`src/rtl/butterfly_addsub_pkg.sv`:
```
// Shared FFT definitions: butterfly output-processing mode encodings.
// Also imported by the butterfly controller.
package butterfly_addsub_pkg;

  typedef enum logic [1:0] {
    MODE_WRAP  = 2'b00,
    MODE_SAT   = 2'b01,
    MODE_SCALE = 2'b10,
    MODE_RSVD  = 2'b11
  } mode_e;

endpackage

```
`src/rtl/butterfly_addsub_split_carry_adder.sv`:
```
// N-bit ripple adder slice with carry in/out, used to split a wide add
// across pipeline stages.
module split_carry_adder #(
  parameter int unsigned N = 4
) (
  input  logic [N-1:0] a,
  input  logic [N-1:0] b,
  input  logic         cin,
  output logic [N-1:0] s,
  output logic         cout
);

  assign {cout, s} = (N+1)'(a) + (N+1)'(b) + (N+1)'(cin);

endmodule

```
`src/rtl/butterfly_addsub.sv`:
```
// Two-stage pipelined butterfly add/subtract with wrap, saturate and scale
// output modes, valid/ready handshake and a sticky overflow flag.
module butterfly_addsub
  import butterfly_addsub_pkg::*;
#(
  parameter int unsigned WIDTH   = 8,
  parameter int unsigned LO_BITS = WIDTH / 2
) (
  input  logic             clk,
  input  logic             rst,
  input  logic [WIDTH-1:0] in_a,
  input  logic [WIDTH-1:0] in_b,
  input  logic [1:0]       in_mode,
  input  logic             in_valid,
  output logic             in_ready,
  output logic [WIDTH-1:0] out_sum,
  output logic [WIDTH-1:0] out_diff,
  output logic [1:0]       out_ovf,
  output logic             out_valid,
  input  logic             out_ready,
  output logic             ovf_sticky,
  input  logic             ovf_clr
);

  localparam int unsigned HI_BITS = WIDTH - LO_BITS;

  // Stage 1 registers
  logic [LO_BITS-1:0] s1_sum_lo_q, s1_sum_lo_d;
  logic [LO_BITS-1:0] s1_diff_lo_q, s1_diff_lo_d;
  logic               s1_sum_cy_q, s1_sum_cy_d;
  logic               s1_diff_cy_q, s1_diff_cy_d;
  logic [HI_BITS-1:0] s1_a_hi_q, s1_a_hi_d;
  logic [HI_BITS-1:0] s1_b_hi_q, s1_b_hi_d;
  mode_e              s1_mode_q, s1_mode_d;
  logic               s1_valid_q, s1_valid_d;

  // Stage 2 (output) registers
  logic [WIDTH-1:0]   out_sum_q, out_sum_d;
  logic [WIDTH-1:0]   out_diff_q, out_diff_d;
  logic [1:0]         out_ovf_q, out_ovf_d;
  logic               out_valid_q, out_valid_d;
  logic               ovf_sticky_q, ovf_sticky_d;

  logic               advance;
  logic [LO_BITS-1:0] sum_lo, diff_lo;
  logic               sum_lo_cy, diff_lo_cy;
  logic [HI_BITS-1:0] sum_hi, diff_hi;
  logic               sum_hi_cy, diff_hi_cy;
  logic [WIDTH:0]     sum_full, diff_full;
  logic [WIDTH:0]     sum_post, diff_post;

  assign advance = ~out_valid_q | out_ready;

  split_carry_adder #(.N(LO_BITS)) u_sum_lo (
    .a(in_a[LO_BITS-1:0]), .b(in_b[LO_BITS-1:0]), .cin(1'b0),
    .s(sum_lo), .cout(sum_lo_cy)
  );

  split_carry_adder #(.N(LO_BITS)) u_diff_lo (
    .a(in_a[LO_BITS-1:0]), .b(~in_b[LO_BITS-1:0]), .cin(1'b1),
    .s(diff_lo), .cout(diff_lo_cy)
  );

  split_carry_adder #(.N(HI_BITS)) u_sum_hi (
    .a(s1_a_hi_q), .b(s1_b_hi_q), .cin(s1_sum_cy_q),
    .s(sum_hi), .cout(sum_hi_cy)
  );

  split_carry_adder #(.N(HI_BITS)) u_diff_hi (
    .a(s1_a_hi_q), .b(~s1_b_hi_q), .cin(s1_diff_cy_q),
    .s(diff_hi), .cout(diff_hi_cy)
  );

  // Extra MSB of the sign-extended add is sign_a ^ sign_b ^ carry out of the top bit.
  assign sum_full  = {s1_a_hi_q[HI_BITS-1] ^ s1_b_hi_q[HI_BITS-1] ^ sum_hi_cy,
                      sum_hi, s1_sum_lo_q};
  assign diff_full = {s1_a_hi_q[HI_BITS-1] ^ ~s1_b_hi_q[HI_BITS-1] ^ diff_hi_cy,
                      diff_hi, s1_diff_lo_q};

  // Returns {ovf, result} for one exact WIDTH+1-bit value.
  function automatic logic [WIDTH:0] post_proc(input logic [WIDTH:0] full,
                                               input mode_e mode);
    logic             of;
    logic [WIDTH-1:0] r;
    of = full[WIDTH] ^ full[WIDTH-1];
    r  = full[WIDTH-1:0];
    case (mode)
      MODE_SAT: begin
        if (of) r = full[WIDTH] ? {1'b1, {(WIDTH-1){1'b0}}} : {1'b0, {(WIDTH-1){1'b1}}};
      end
      MODE_SCALE: begin
        r  = full[WIDTH:1];
        of = 1'b0;
      end
      default: ;
    endcase
    return {of, r};
  endfunction

  assign sum_post  = post_proc(sum_full, s1_mode_q);
  assign diff_post = post_proc(diff_full, s1_mode_q);

  always_comb begin
    s1_sum_lo_d  = s1_sum_lo_q;
    s1_diff_lo_d = s1_diff_lo_q;
    s1_sum_cy_d  = s1_sum_cy_q;
    s1_diff_cy_d = s1_diff_cy_q;
    s1_a_hi_d    = s1_a_hi_q;
    s1_b_hi_d    = s1_b_hi_q;
    s1_mode_d    = s1_mode_q;
    s1_valid_d   = s1_valid_q;
    out_sum_d    = out_sum_q;
    out_diff_d   = out_diff_q;
    out_ovf_d    = out_ovf_q;
    out_valid_d  = out_valid_q;
    ovf_sticky_d = ovf_sticky_q;

    if (advance) begin
      s1_sum_lo_d  = sum_lo;
      s1_diff_lo_d = diff_lo;
      s1_sum_cy_d  = sum_lo_cy;
      s1_diff_cy_d = diff_lo_cy;
      s1_a_hi_d    = in_a[WIDTH-1:LO_BITS];
      s1_b_hi_d    = in_b[WIDTH-1:LO_BITS];
      s1_mode_d    = mode_e'(in_mode);
      s1_valid_d   = in_valid;
      out_sum_d    = sum_post[WIDTH-1:0];
      out_diff_d   = diff_post[WIDTH-1:0];
      out_ovf_d    = {diff_post[WIDTH], sum_post[WIDTH]};
      out_valid_d  = s1_valid_q;
    end

    // Set on an overflowing output transfer wins over a concurrent clear.
    if (out_valid_q && out_ready && (out_ovf_q != 2'b00)) begin
      ovf_sticky_d = 1'b1;
    end else if (ovf_clr) begin
      ovf_sticky_d = 1'b0;
    end
  end

  always_ff @(posedge clk) begin
    if (rst) begin
      s1_sum_lo_q  <= '0;
      s1_diff_lo_q <= '0;
      s1_sum_cy_q  <= 1'b0;
      s1_diff_cy_q <= 1'b0;
      s1_a_hi_q    <= '0;
      s1_b_hi_q    <= '0;
      s1_mode_q    <= MODE_WRAP;
      s1_valid_q   <= 1'b0;
      out_sum_q    <= '0;
      out_diff_q   <= '0;
      out_ovf_q    <= 2'b00;
      out_valid_q  <= 1'b0;
      ovf_sticky_q <= 1'b0;
    end else begin
      s1_sum_lo_q  <= s1_sum_lo_d;
      s1_diff_lo_q <= s1_diff_lo_d;
      s1_sum_cy_q  <= s1_sum_cy_d;
      s1_diff_cy_q <= s1_diff_cy_d;
      s1_a_hi_q    <= s1_a_hi_d;
      s1_b_hi_q    <= s1_b_hi_d;
      s1_mode_q    <= s1_mode_d;
      s1_valid_q   <= s1_valid_d;
      out_sum_q    <= out_sum_d;
      out_diff_q   <= out_diff_d;
      out_ovf_q    <= out_ovf_d;
      out_valid_q  <= out_valid_d;
      ovf_sticky_q <= ovf_sticky_d;
    end
  end

  assign in_ready   = advance;
  assign out_sum    = out_sum_q;
  assign out_diff   = out_diff_q;
  assign out_ovf    = out_ovf_q;
  assign out_valid  = out_valid_q;
  assign ovf_sticky = ovf_sticky_q;

endmodule

```
`config.mk`:
```
export PLATFORM = sky130hd
export DESIGN_NAME = butterfly_addsub
export DESIGN_NICKNAME = d
export VERILOG_FILES = /design/src/rtl/butterfly_addsub_pkg.sv /design/src/rtl/butterfly_addsub_split_carry_adder.sv /design/src/rtl/butterfly_addsub.sv
export SDC_FILE = /design/constraint.sdc
export NUM_CORES = 1
export LEC_CHECK = 0
export ABC_AREA = 0
export BUFFER_PORTS_ARGS = -buffer_cell sky130_fd_sc_hd__clkbuf_2
export CORE_ASPECT_RATIO = 0.8
export CORE_MARGIN = 10
export CORE_UTILIZATION = 41
export DETAILED_ROUTE_END_ITERATION = 8
export PLACE_DENSITY = 0.68
export SLEW_MARGIN = 5
export SYNTH_ARGS = -nofsm -noshare
export SYNTH_HDL_FRONTEND = slang
export SYNTH_SLANG_ARGS = --single-unit
```
`constraint.sdc`:
```
create_clock -name clk -period 4.1 [get_ports clk]
set_input_delay 0.205 -clock clk [delete_from_list [all_inputs] [get_ports clk]]
set_output_delay 0.205 -clock clk [all_outputs]
set_load 0.05 [all_outputs]
```
# Word level (Yosys, flattened, before mapping)
# Index checks and enable logic that the tools add are counted.
# totals
register_bits,41
latch_bits,0
mem_bits_rw,0
rom_bits,0
in_bits,23
output_inout_bits,21
word_cells,47
n_memories,0
# op_classes
n_addsub,7
mul,0
div_mod_pow,0
magnitude_cmp,0
eq_ne,2
shifts,0
mux,10
n_bitwise,11
n_reduce_logical,4
# ops
cell,count
two-way mux 8 bit,4
case mux 8 bit (2 select lines),2
adder 4 x 4 -> 5 bit,4
adder 5 x 1 -> 5 bit,2
inverter 4 bit,2
bitwise XOR 1 bit,6
"adder 5 x 1 -> 5 bit, second input constant",1
two-way mux 1 bit,4
nonzero test 2 bit,2
"equality test 2 x 1 -> 1 bit, second input constant",1
"equality test 2 bit, second input constant",1
logical AND 1 bit,2
inverter 1 bit,2
OR 1 bit,1

# Depth between registers and ports, before layout
# logic_depth
depth_word,7
ltp_mapped,12
mapped_depth_nobuf,12

# By module
# Synthesis repeated with hierarchy kept, for this count alone.
# hier_totals
hier_cells,294
hier_area_um2,2570.0
# by_module_without_submodules
mod,n_inst,cells_each,area_per_inst_um2,seq_area_each_um2
butterfly_addsub,1,230,1994.4,820.8
split_carry_adder,4,16,143.9,0.0

# Worst setup path before layout
# Ideal clock, no wire load.
# synth_timing
kind,register to register
start,register s1_a_hi_q[0]
end,register out_diff_q[2] (netlist: out_diff[2])
setup_ps,131
arrival_time_ps,2348
required_time_ps,3969
slack_ps,1621
stages_incl_launch_ff,13
path_buffers,0
period_less_slack_ps,2479
cell_sequence,dfxtp_1 > inv_1 > fa_1 > inv_1 > fa_1 > a211oi_1 > a21o_1 > ha_1 > nand2_1 > a211o_1 > a21oi_1 > a211oi_1 > nor3_1
# synth_between
elab_chain_len,6
elab_cells_between_ends,7
classes_between,2 x add/sub; 3 x mux; 2 x bitwise
# synth_rtl
element,line,source
"start, declared",butterfly_addsub.sv:32,"logic [HI_BITS-1:0] s1_a_hi_q, s1_a_hi_d;"
"start signal, assigned",butterfly_addsub.sv:161,s1_a_hi_q <= s1_a_hi_d;
adder 4 x 4 -> 5 bit *,butterfly_addsub_split_carry_adder.sv:13,"assign {cout, s} = (N+1)'(a) + (N+1)'(b) + (N+1)'(cin);"
adder 5 x 1 -> 5 bit *,butterfly_addsub_split_carry_adder.sv:13,
bitwise XOR 1 bit,butterfly_addsub.sv:77,"assign diff_full = {s1_a_hi_q[HI_BITS-1] ^ ~s1_b_hi_q[HI_BITS-1] ^ diff_hi_cy,"
two-way mux 8 bit or bitwise XOR 1 bit (tied branches),"butterfly_addsub.sv:89, butterfly_addsub.sv:85",
two-way mux 8 bit *,butterfly_addsub.sv:89,"if (of) r = full[WIDTH] ? {1'b1, {(WIDTH-1){1'b0}}} : {1'b0, {(WIDTH-1){1'b1}}};"
case mux 8 bit (2 select lines) *,butterfly_addsub.sv:87,case (mode)
"end signal, assigned",butterfly_addsub.sv:166,out_diff_q <= out_diff_d;
"end, declared",butterfly_addsub.sv:39,"logic [WIDTH-1:0] out_diff_q, out_diff_d;"
# Mark *: on every way between the ends. The rest lies on a longest branch, timed or not.
# A chain may end at the register's enable or synchronous reset.

# Final worst setup path
# layout_timing
start,register s1_a_hi_q[0]
end,register out_diff_q[4] (netlist: out_diff[4])
# layout_between
elab_chain_len,6
elab_cells_between_ends,7
classes_between,2 x add/sub; 3 x mux; 2 x bitwise
# layout_rtl
element,line
adder 4 x 4 -> 5 bit *,butterfly_addsub_split_carry_adder.sv:13
adder 5 x 1 -> 5 bit *,butterfly_addsub_split_carry_adder.sv:13
bitwise XOR 1 bit,butterfly_addsub.sv:77
two-way mux 8 bit or bitwise XOR 1 bit (tied branches),"butterfly_addsub.sv:89, butterfly_addsub.sv:85"
two-way mux 8 bit,butterfly_addsub.sv:89
case mux 8 bit (2 select lines) *,butterfly_addsub.sv:87
# Marks and branches as above.

==> metrics.md <==
| Metric | Value |
|---|---|
| Final Cycle Share | 69.9% |
| ANT cells | 0 |
| Dominant cell type by area after synthesis | dfxtp_1 |
| Pwr dens | 411 nW/µm² |
| Congestion Overflow GR | 0 |
| Clock network power share | 30.7% |
| Later-pin clock latency in the skew report | 0.30 ns |
| Die area | 9460 µm² |
| Gate power share | 29.8% |
| Post-synth EDFFs | 0 |
| Drt wl/cell | about 14 µm |
| TritonCTS clock tree | done |
| Hold Fails Final Rpt | 0 |
| CP max stage delay | 0.41 ns |
| Num ports | 44 |
| Share of the synthesized area in the top cell type | 32.8% |
| Area contributors post-synth | dfxtp_1, ha_1, nand2_1, a21oi_1, fa_1 |
| Fmax achieved | ~350 MHz |
| Final core utilization | 48.2% |
| Post_cts resized | 0 |
| # Post-CTS Setup Buffers | 0 |
| First-pass GRT wire length | ~9900 µm |
| Cts bufs inserted | 5 |
| Worst vdd ir | about 0.00015 V |
| Area of the core | 5850 µm² |
| DR vias | 2,184 |
| Share of layout cells above drive strength 1 | 18.3% |
| Post-synthesis mux area share | less than 1% |
| Chip width | 106 µm |
| Final slew viol count | 0 |
| Post-Synth XOR/XNOR Area | 2.15% |
| Net switching component of the power | 0.000401 W |
| DRT Pass-1 Iters | 4 |
| Initial Util | approximately two fifths |
| Synthesized cell area | 2440 µm² |
| # nets final | 384 |
| Syn Area/Cell | 8.00 µm² |
| Post-route setup slack | about 1.2 ns |
| Critical path launch point type | flip-flop |
| Gpl congestion | 0.875 |
| Slew headroom | 41.6% |
| Internal power | around 0.00076 W |
| Root buf cell | clkbuf_8 |
| Worst slew pin tran | 0.876 ns |
| Largest net degree at the start of global routing | 42 |
| Synth Area in Compound Gates | 25.0% |
| Worst Path Arrival | around 3.1 ns |
| Post-synthesis sequential area ratio | 32.8% |
| FF+latch count, synth | 40 |
| Die height | between 80 and 90 µm |
| CTS Hold Buffers Added | 0 |
| Synth Area in Simple Gates | between 10% and 20% |
| Hold WC Path Type | input pin to flip-flop |
| Vias in the first global route | 2,027 |
| Buffer depth of the longest clock path | 2 |
| Port Buffers | 43 |
| Skew final | around 0.0046 ns |
| Largest delay share family, worst path | compound AO/OA/AOI/OAI gates |
| # clock sinks | 40 |
| CP max FO | 5 |
| Initial antenna violation count | 0 |
| Routed Antenna Nets | 0 |
| Synth-to-Final Area Change | 15.4% |
| RSZ-0062 raised after global routing | false |
| LEAKAGE | 1.23 nW |
| CP Buf/Inv Count | 2 |
| TNS Setup | 0 ns |
| Outcome | complete, no violations |
| Kind of end point of the critical path | flip-flop |
| CP Cell Sequence | inv_1, fa_1, inv_1, fa_1, a211oi_1, a21o_1, ha_1, nor2b_1, nor2_1, o21ai_0, a211oi_1, nor3_1 |
| H-tree Lvls | 2 |
| Most frequent cells after synthesis | dfxtp_1, nand2_1, nor2_1 |
| Post-Syn Nets | 352 |
| Total Routing Usage GR | 12.8% |
| Row count | 25 |
| Synth warnings | 0 |
| Syn Inst Count | 305 |
| Drt drc | 0 |
| Maximum Capacitance Violations | 0 |
| Fillers | between 500 and 600 |
| Drt total wl | 5990 µm |
| Post-DP HPWL | 4470 µm |
| Largest family of logic cells by synthesized area | compound AO/OA/AOI/OAI gates |
| Fraction of registers with async set/reset | 0% |
| Worst slack, placed | between 1 and 1.5 ns |
| Via density | 5.21 |
| Clock transition at the registers of the reported paths | 0.08 ns |
| Final setup vio count | 0 |
| Most frequent cell after synthesis | dfxtp_1 |
| Min Tclk post-route | 2.87 ns |
| Sequential Power Share | 39.4% |
| Switching portion of total power | 34.6% |
| DRC violation total after the first TritonRoute iteration | 163 |
| Post-synth top flop | dfxtp_1 |
| Slowest CP cell | fa_1 |
| Post-synthesis adder-cell area fraction | 14.1% |
| Worst Path Required | 4.32 ns |
| Critical Setup Path Class | flip-flop to flip-flop |
| Unique masters post-synth | 45 |
final cells by class:
type	instances	area [µm²]	share of cell area (%)
multi-input cells	220	1470	52.0
repair buffers	45	230	8.17
clock buffers	7	96.3	3.42
well taps	81	101	3.60
inverters	25	93.8	3.33
flip-flops and latches	40	801	28.4
clock inverters	1	30.0	1.07
worst register-to-register path, cell delays in order (launching register included):
cell,delay [ns]
dfxtp_1,0.34
inv_1,0.08
fa_1,0.20
inv_1,0.06
fa_1,0.41
a211oi_1,0.33
a21o_1,0.25
ha_1,0.30
nor2b_1,0.19
nor2_1,0.05
o21ai_0,0.23
a211oi_1,0.15
nor3_1,0.19
path summary, 6_finish.rpt:
| path | from | endpoint | slack (ns) | cells past startpoint |
|---|---|---|---|---|
| setup / recovery | s1_a_hi_q[0] | out_diff[4] | 1.23 | 12 |
| hold / removal | in_a[7] | s1_a_hi_q[3] | 0.12 | 3 |
| setup reg to reg | s1_a_hi_q[0] | out_diff[4] | 1.23 | 12 |
| hold reg to reg | s1_valid_q | s1_valid_q | 0.45 | 2 |
kinds of logic after synthesis:
group,Yosys count
flops,40
buf+inv,45
fa+ha+maj,24
compound gates,90
xor+xnor,6
simple gates,98
mux,2
registers in the layout (all words and copies together) (netlist names), 2 cells and up:
signal	flops
out_diff	8
out_sum	8
s1_a_hi_q	4
s1_b_hi_q	4
s1_sum_lo_q	4
s1_diff_lo_q	3
out_ovf	2
s1_mode_q	2
per-layer routing:
| layer | GRT usage, % | share of wire (%) |
|---|---|---|
| met5 | 0 | 0 |
| met4 | 3.19 | 1.1 |
| met3 | 5.19 | 7.4 |
| met2 | 19.7 | 44 |
| met1 | 16.4 | 47 |
metrics by stage:
stage               cells  hold slack [ns]  instance area (µm²)  total power [W]
floorplan             305            0.345                 2440         0.000727
global placement      411            0.434                 2690         0.000806
detailed placement    411            0.437                 2690         0.000812
CTS                   419            0.124                 2820          0.00117
global route          419            0.121                 2820          0.00123
finish                419            0.123                 2820          0.00116
power by group through the flow:
stage	registers, W	clock network, W	logic, W
floorplan	0.000539	0	0.000188
global placement	0.000465	0	0.000341
detailed placement	0.000466	0	0.000345
CTS	0.000458	0.000360	0.000347
global route	0.000462	0.000380	0.000383
finish	0.000457	0.000356	0.000346
placed cells by master (no fill, tap or decap), types with 2 or more instances in the layout:
master / synthesis / layout
o21a_1: 2 / 2
inv_1: 24 / 24
xor2_1: 3 / 3
nor3_1: 9 / 9
nand3b_1: 4 / 4
o21ai_0: 14 / 14
dfxtp_1: 40 / 40
a21oi_1: 24 / 24
a221o_1: 2 / 2
clkbuf_8: 0 / 7
clkbuf_2: 0 / 43
a211oi_1: 11 / 11
or3_1: 2 / 2
nor2b_1: 7 / 6
nand2_1: 39 / 39
o22ai_1: 4 / 4
ha_1: 18 / 18
a31oi_1: 5 / 5
a32oi_1: 4 / 4
fa_1: 6 / 6
nand2b_1: 2 / 2
a211oi_2: 3 / 3
a311oi_1: 2 / 2
nor2_1: 32 / 32
buf_4: 0 / 2
xnor2_1: 3 / 3
o211ai_1: 7 / 7
a21o_1: 2 / 2
Power figures use the tool's default switching activity.
